[src/rtl/if_fetch_queue.sv]
// if_fetch_queue: fetch sequencer plus DEPTH-entry instruction/PC queue between I-cache and decode.
// Optional perf counters (miss_cycles, flush_drops) are built when IFQ_PERF_CNT_EN is defined.
module if_fetch_queue #(
   parameter int          DEPTH    = 4,
   parameter int          PTR_W    = 2,
   parameter logic [29:0] RESET_PC = 30'h0000_0000
) (
   input  logic        clk,
   input  logic        rst,
   output logic [29:0] if_pc,
   input  logic [31:0] insn,
   input  logic        data_rdy,
   input  logic        if_busy,
   input  logic        id_stall,
   input  logic        flush,
   input  logic [29:0] new_pc,
   output logic [31:0] if_insn,
   output logic [29:0] if_insn_pc,
   output logic        if_en,
   output logic        q_full
`ifdef IFQ_PERF_CNT_EN
   ,
   output logic [31:0] miss_cycles,
   output logic [15:0] flush_drops
`endif
);
   typedef enum logic [1:0] {FETCH, MISS, REDIR} state_t;

   state_t             state_q, state_d;
   logic [29:0]        if_pc_q, if_pc_d;
   logic [29:0]        redir_pc_q, redir_pc_d;
   logic [PTR_W-1:0]   rd_ptr_q, rd_ptr_d, wr_ptr_q, wr_ptr_d;
   logic [PTR_W:0]     count_q, count_d;
   logic [61:0]        mem_q [DEPTH];
   logic [61:0]        mem_d [DEPTH];
   logic [61:0]        head;
   logic               push, pop;

   assign head       = mem_q[rd_ptr_q];
   assign if_en      = count_q != '0;
   assign q_full     = count_q == (PTR_W+1)'(DEPTH);
   assign if_insn    = if_en ? head[61:30] : '0;
   assign if_insn_pc = if_en ? head[29:0] : '0;
   assign if_pc      = if_pc_q;
   assign pop        = if_en & ~id_stall & ~flush;
   assign push       = (state_q == FETCH) & data_rdy & ~if_busy & ~flush & (~q_full | pop);

   always_comb begin
      state_d    = state_q;
      if_pc_d    = push ? if_pc_q + 30'd1 : if_pc_q;
      redir_pc_d = redir_pc_q;
      case (state_q)
         FETCH:
            if (flush & ~if_busy) if_pc_d = new_pc;
            else if (flush) begin
               redir_pc_d = new_pc;
               state_d    = REDIR;
            end else if (if_busy) state_d = MISS;
         MISS:
            if (flush) begin
               redir_pc_d = new_pc;
               state_d    = REDIR;
            end else if (~if_busy) state_d = FETCH;
         REDIR: begin
            // address stays frozen until the refill completes; newest redirect wins
            if (flush) redir_pc_d = new_pc;
            if (~if_busy) begin
               if_pc_d = flush ? new_pc : redir_pc_q;
               state_d = FETCH;
            end
         end
         default: state_d = FETCH;
      endcase
      rd_ptr_d = flush ? '0 : rd_ptr_q + PTR_W'(pop);
      wr_ptr_d = flush ? '0 : wr_ptr_q + PTR_W'(push);
      count_d  = flush ? '0 : count_q + (PTR_W+1)'(push) - (PTR_W+1)'(pop);
   end

   always_comb begin
      mem_d = mem_q;
      if (push) mem_d[wr_ptr_q] = {insn, if_pc_q};
   end

   always_ff @(posedge clk or posedge rst) begin
      if (rst) begin
         state_q    <= FETCH;
         if_pc_q    <= RESET_PC;
         redir_pc_q <= '0;
         rd_ptr_q   <= '0;
         wr_ptr_q   <= '0;
         count_q    <= '0;
      end else begin
         state_q    <= state_d;
         if_pc_q    <= if_pc_d;
         redir_pc_q <= redir_pc_d;
         rd_ptr_q   <= rd_ptr_d;
         wr_ptr_q   <= wr_ptr_d;
         count_q    <= count_d;
      end
   end

   // storage needs no reset: head outputs are masked while empty
   always_ff @(posedge clk) mem_q <= mem_d;

`ifdef IFQ_PERF_CNT_EN
   logic [31:0] miss_cycles_q, miss_cycles_d;
   logic [15:0] flush_drops_q, flush_drops_d;
   logic [16:0] fd_sum;

   always_comb begin
      fd_sum        = {1'b0, flush_drops_q} + 17'(count_q);
      miss_cycles_d = (if_busy && miss_cycles_q != '1) ? miss_cycles_q + 32'd1 : miss_cycles_q;
      flush_drops_d = !flush ? flush_drops_q : fd_sum[16] ? 16'hFFFF : fd_sum[15:0];
   end

   always_ff @(posedge clk or posedge rst) begin
      if (rst) begin
         miss_cycles_q <= '0;
         flush_drops_q <= '0;
      end else begin
         miss_cycles_q <= miss_cycles_d;
         flush_drops_q <= flush_drops_d;
      end
   end

   assign miss_cycles = miss_cycles_q;
   assign flush_drops = flush_drops_q;
`endif
endmodule

[config.mk]
export PLATFORM = sky130hd
export DESIGN_NAME = if_fetch_queue
export DESIGN_NICKNAME = d
export VERILOG_FILES = /design/src/rtl/if_fetch_queue.sv
export SDC_FILE = /design/constraint.sdc
export NUM_CORES = 1
export LEC_CHECK = 0
export CORE_UTILIZATION = 30
export CTS_CLUSTER_DIAMETER = 40
export DETAILED_ROUTE_END_ITERATION = 10
export GPL_TIMING_DRIVEN = 0
export PLACE_DENSITY = 0.48
export SYNTH_ARGS = -nofsm -noshare
export SYNTH_HDL_FRONTEND = slang
export SYNTH_SLANG_ARGS = --single-unit
[constraint.sdc]
create_clock -name clk -period 11.5 [get_ports clk]
set_input_delay 2.3 -clock clk [delete_from_list [all_inputs] [get_ports clk]]
set_output_delay 2.3 -clock clk [all_outputs]
set_load 0.02 [all_outputs]
; Word-level counts from Yosys, hierarchy flattened
; Cells that the tools add are included.
[word_totals]
output_inout_bits = 94
reg_bits = 317
[op_classes]
eq_ne = 5
n_bitwise = 14
addsub = 5
n_lt_le_gt_ge = 3
reduce_logical = 7
mux = 24
[ops]
columns = cell, n
row1 = 248-bit bitwise mux, 1
row2 = 62-bit two-way mux, 3
row3 = 30-bit two-way mux, 6
row4 = 62-bit binary-select mux with 2-bit select, 1
row5 = 62-bit demux with 2-bit select, 1
row6 = 30-bit one-hot mux with 2 select lines, 2
row7 = 32-bit two-way mux, 1
row8 = 30-bit by 1-bit adder with 30-bit output (second input constant), 1
row9 = 2-bit two-way mux, 7
row10 = 1-bit AND, 7
row11 = 3-bit >= comparator (second input constant), 2
row12 = 2-bit inverter with 3-bit output, 2
row13 = 2-bit one-hot mux with 3 select lines, 1
row14 = 2-bit by 1-bit adder with 2-bit output, 2
row15 = 1-bit inverter, 4
row16 = 2-bit AND reduction, 2
row17 = 3-bit by 1-bit adder with 3-bit output, 1
row18 = 3-bit == test (second input constant), 1
row19 = 3-bit by 1-bit less-than comparator with 1-bit output (second input constant), 1
row20 = 3-bit two-way mux, 1
row21 = 3-bit inequality test (second input constant), 1
row22 = 3-bit nonzero test, 1
row23 = 3-bit by 1-bit subtractor with 3-bit output, 1
row24 = 2-bit by 1-bit == test with 1-bit output (second input constant), 1
row25 = other kinds (7), 7

; Longest topological paths before layout
[depth]
depth_word = 8
ltp_mapped = 12

; Least setup slack after synthesis
; OpenSTA, ideal clock, no wires.
[synth_timing]
kind = in2reg
from = input port flush
to = register mem_q[100] (netlist bit) (enable)
cell_stages = 6
t_arrival_ns = 7.718
required_time_ns = 10.929
slack_ns = 3.211
path_cell_list = buf_2 > nor4_4 > and3_1 > buf_2 > inv_1 > nor3b_1
[synth_between]
elab_chain_len = 4
[synth_rtl]
columns = item, line_no
row1 = from (decl), 15  ; input logic flush,
row2 = 1-bit inverter *, "45, 46"
row3 = 1-bit AND, 45  ; assign pop = if_en & ~id_stall & ~flush;
row4 = 1-bit bitwise OR, 46  ; assign push = (state_q == FETCH) & data_rdy & ~if_busy & ~flush & (~q_full | pop);
row5 = 1-bit AND *, 46
row6 = to (signal assigned), 103  ; always_ff @(posedge clk) mem_q <= mem_d;
row7 = to (decl), 34  ; logic [61:0] mem_q [DEPTH];
; Mark *: on every way between the ends. The rest lies on a longest branch, timed or not.
; A chain may end at the register's enable or synchronous reset.

; Final worst setup path
[layout_timing]
from = register rd_ptr_q[1]
to = output port if_insn_pc[12]
[layout_between]
elab_chain_len = 5
[layout_rtl]
columns = item, line_no
row1 = from (decl), 32  ; logic [PTR_W-1:0] rd_ptr_q, rd_ptr_d, wr_ptr_q, wr_ptr_d;
row2 = from (signal assigned), 96  ; rd_ptr_q <= rd_ptr_d;
row3 = 2-bit inverter with 3-bit output (not written as such), 39  ; assign head = mem_q[rd_ptr_q];
row4 = 62-bit binary-select mux with 2-bit select, 39
row5 = 62-bit two-way mux (not written as such) (2 in a row), 39
row6 = 30-bit two-way mux, 43  ; assign if_insn_pc = if_en ? head[29:0] : '0;
row7 = to (decl), 18  ; output logic [29:0] if_insn_pc,
; Every way passes these cells. The select of a mux whose other input is x is not followed.

==> impl_metrics.env <==
export IMPL_die_w_um=209.0
export IMPL_grt_pass1_vias=7748
export IMPL_ir_drop_mv=0.1187
export IMPL_die_h_um=209.0
export IMPL_slew_limit_headroom=0.4796
export IMPL_critPathKind="register to output pin"
export IMPL_p_leak_nw=5.857
export IMPL_rows=75
export IMPL_dp_slack_ns=6.210
export IMPL_final_nets=1024
export IMPL_drc=0
export IMPL_cts_htree_levels=2
export IMPL_antenna_found_initial=1
export IMPL_cap_violations=0
export IMPL_crit_path_max_fanout=10
export IMPL_arrival_ns=3.21
export IMPL_clk_latency_ns=0.60
export IMPL_utilization=0.4154
export IMPL_dpl_hpwl_um=20850
export IMPL_setup_violations_final=0
export IMPL_clk_path_buf_depth=3
export IMPL_ant_nets=0
export IMPL_place_inst=1430
export IMPL_finalCriticalPeriod_ns=5.506
export IMPL_avgSynthCellArea_um2=18.09
export IMPL_hold_viol=0
export IMPL_fmax_mhz=181.6
export IMPL_cts_resized_gates=0
export IMPL_fin_skew_ns=0.03966
export IMPL_clk_pin_slew_ns=0.05
export IMPL_wirelength_um=30650
export IMPL_synth_async_reset_ratio=0.2177
export IMPL_cp_end_kind="output pin"
export IMPL_synthesis_nets=784
export IMPL_grtUsageMet3=0.03381
export IMPL_synth_enable_flop_cells=248
export IMPL_cts_buffers=58
export IMPL_layout_drive_gt1_share=0.2470
export IMPL_mostFrequentLayoutCells="edfxtp_1, clkdlybuf4s50_1, dfrtp_1, nor2b_1, mux4_2"
export IMPL_post_cts_buffers=0
export IMPL_numClockSinks=317
export IMPL_power_density_mw_per_mm2=218.4
export IMPL_dr_pass1_iters=4
export IMPL_io_pins=162
export IMPL_vias=7157
export IMPL_dieArea_mm2=0.04370
export IMPL_gp_congestion=0.7542
export IMPL_grt_max_degree=62
export IMPL_whs_ns=0.5033
export IMPL_rsz0062_at_grt="no"
export IMPL_synthToLayoutAreaGrowth_pct=36.09
export IMPL_busiest_layer="met2"
export IMPL_status="finished, final reports clean"
export IMPL_ys_flop_type="edfxtp_1"
export IMPL_cts_tree="built"
export IMPL_syn_area_mm2=0.01286
export IMPL_gr_usage_all_layers=0.1452
export IMPL_hold_class="register to register"
export IMPL_port_buffers=160
export IMPL_fin_cells=1539
export IMPL_wl_per_cell_um=19.92
export IMPL_antenna_cells=0
export IMPL_ys_warn_count=0
export IMPL_met1_usage=0.1871
export IMPL_postSynthCellCount=711
export IMPL_fp_coreArea_mm2=0.04213
export IMPL_ys_types=40
export IMPL_hold_buffers=0
export IMPL_drtIter0Drc=418
export IMPL_period_share=0.4788
export IMPL_final_common_cell="edfxtp_1"
export IMPL_viasPerCell=4.650
export IMPL_setup_slack_ns=5.994
export IMPL_finalMaxSlewViolations=0
export IMPL_tightest_slew_ns=0.7788
export IMPL_global_route_usage_met2=0.2371
export IMPL_start_util=0.3052
export IMPL_crit_required_ns=9.20
export IMPL_cts_root_buf="clkbuf_16"
export IMPL_grt_ovfl_total=0
export IMPL_fin_tns_setup_ns=0
export IMPL_grt_pass1_wl_um=47200
export IMPL_start_kind="register"
export IMPL_ys_seq_area_frac=0.7134
export IMPL_synth_seq_cells=317
## final cells by class
cell class | count | area (um2)
tap | 539 | 674.4
inverter | 11 | 43.79
clock inverter | 44 | 550.5
fill | 3793 | 24630
clock buffer | 65 | 1498
multi-input combinational | 347 | 3517
buffer | 36 | 155.1
sequential | 317 | 9174
timing repair buffer | 180 | 1888
## state kept, by name (all words and copies together) (netlist names)
name / cells
rd_ptr_q: 2
mem_q: 248
count_q: 3
state_q: 2
wr_ptr_q: 2
redir_pc_q: 30
if_pc: 30
## final timing paths
check,startpoint,depth (start not counted),slack (ns),end
max,rd_ptr_q[1],5,5.99,if_insn_pc[12]
min,redir_pc_q[14],1,0.50,redir_pc_q[14]
max reg2reg,state_q[1],9,8.54,mem_q[236]
min reg2reg,redir_pc_q[14],1,0.50,redir_pc_q[14]
max in group asynchronous,rst,3,9.00,if_pc[12]
min in group asynchronous,rst,2,1.95,redir_pc_q[2]
## metrics by stage
stage	power, mW	area (um2)
floorplan	1.758	12860
global placement	2.110	15140
detailed placement	2.117	15450
CTS	3.887	17500
global route	3.977	17500
finish	3.822	17500
## power by group
group	internal (mW)	switching (mW)
clock network	1.15	0.599
logic	0.325	0.354
registers	1.31	0.0794
## cell usage after synthesis, types with 2 or more instances
library cell    n  area share
nand3_1         7      0.0027
xor2_1          5      0.0034
a21oi_1         2     0.00078
clkbuf_1       19      0.0055
and2_1          5      0.0024
nor3_1          7      0.0027
nor2b_1        65       0.032
a22oi_1        28       0.016
edfxtp_1      248        0.58
nand4_2         2      0.0019
nor3_2          6      0.0047
nand4_1         4      0.0019
o22ai_1         5      0.0024
inv_1          11      0.0032
nor2_1         14      0.0041
ha_1            4      0.0039
and4_1          4      0.0027
xnor2_1        29       0.020
o21ai_0        14      0.0054
and3_1          7      0.0034
nand2_1        16      0.0047
dfrtp_1        69        0.13
nor3b_1         2      0.0012
mux2_2         30       0.026
mux4_2         62        0.11
nor4_2          5      0.0049
buf_2          15      0.0058
o21ai_1        11      0.0043
nor4_1          4      0.0019
## cell families (layout without fill, tap and decap cells)
| logic type | count (synthesis) | after routing | synth area share |
|---|---|---|---|
| AO/OA/AOI/OAI | 62 | 62 | 0.03084 |
| flip-flops | 317 | 317 | 0.7134 |
| XOR/XNOR | 34 | 34 | 0.02316 |
| adder cells (fa/ha/maj) | 5 | 5 | 0.005449 |
| multiplexers | 93 | 93 | 0.1356 |
| AND/OR/NAND/NOR | 153 | 153 | 0.07628 |
| buffers and inverters | 47 | 336 | 0.01527 |
## critical path, cell delays in order (launching register included)
cell and delay [ns]:
dfrtp_1 0.32, clkbuf_1 0.51, clkbuf_1 0.57, mux4_2 0.33, nor2b_1 0.15, clkdlybuf4s50_1 0.72
## routing by layer
| metal | vias to the layer above | part of all wire |
|---|---|---|
| li1 | 3300 | - |
| met1 | 3613 | 0.44 |
| met2 | 191 | 0.49 |
| met3 | 51 | 0.045 |
| met4 | 2 | 0.025 |
| met5 | - | 0.00039 |
No activity file was read; power rests on OpenSTA's default activity.
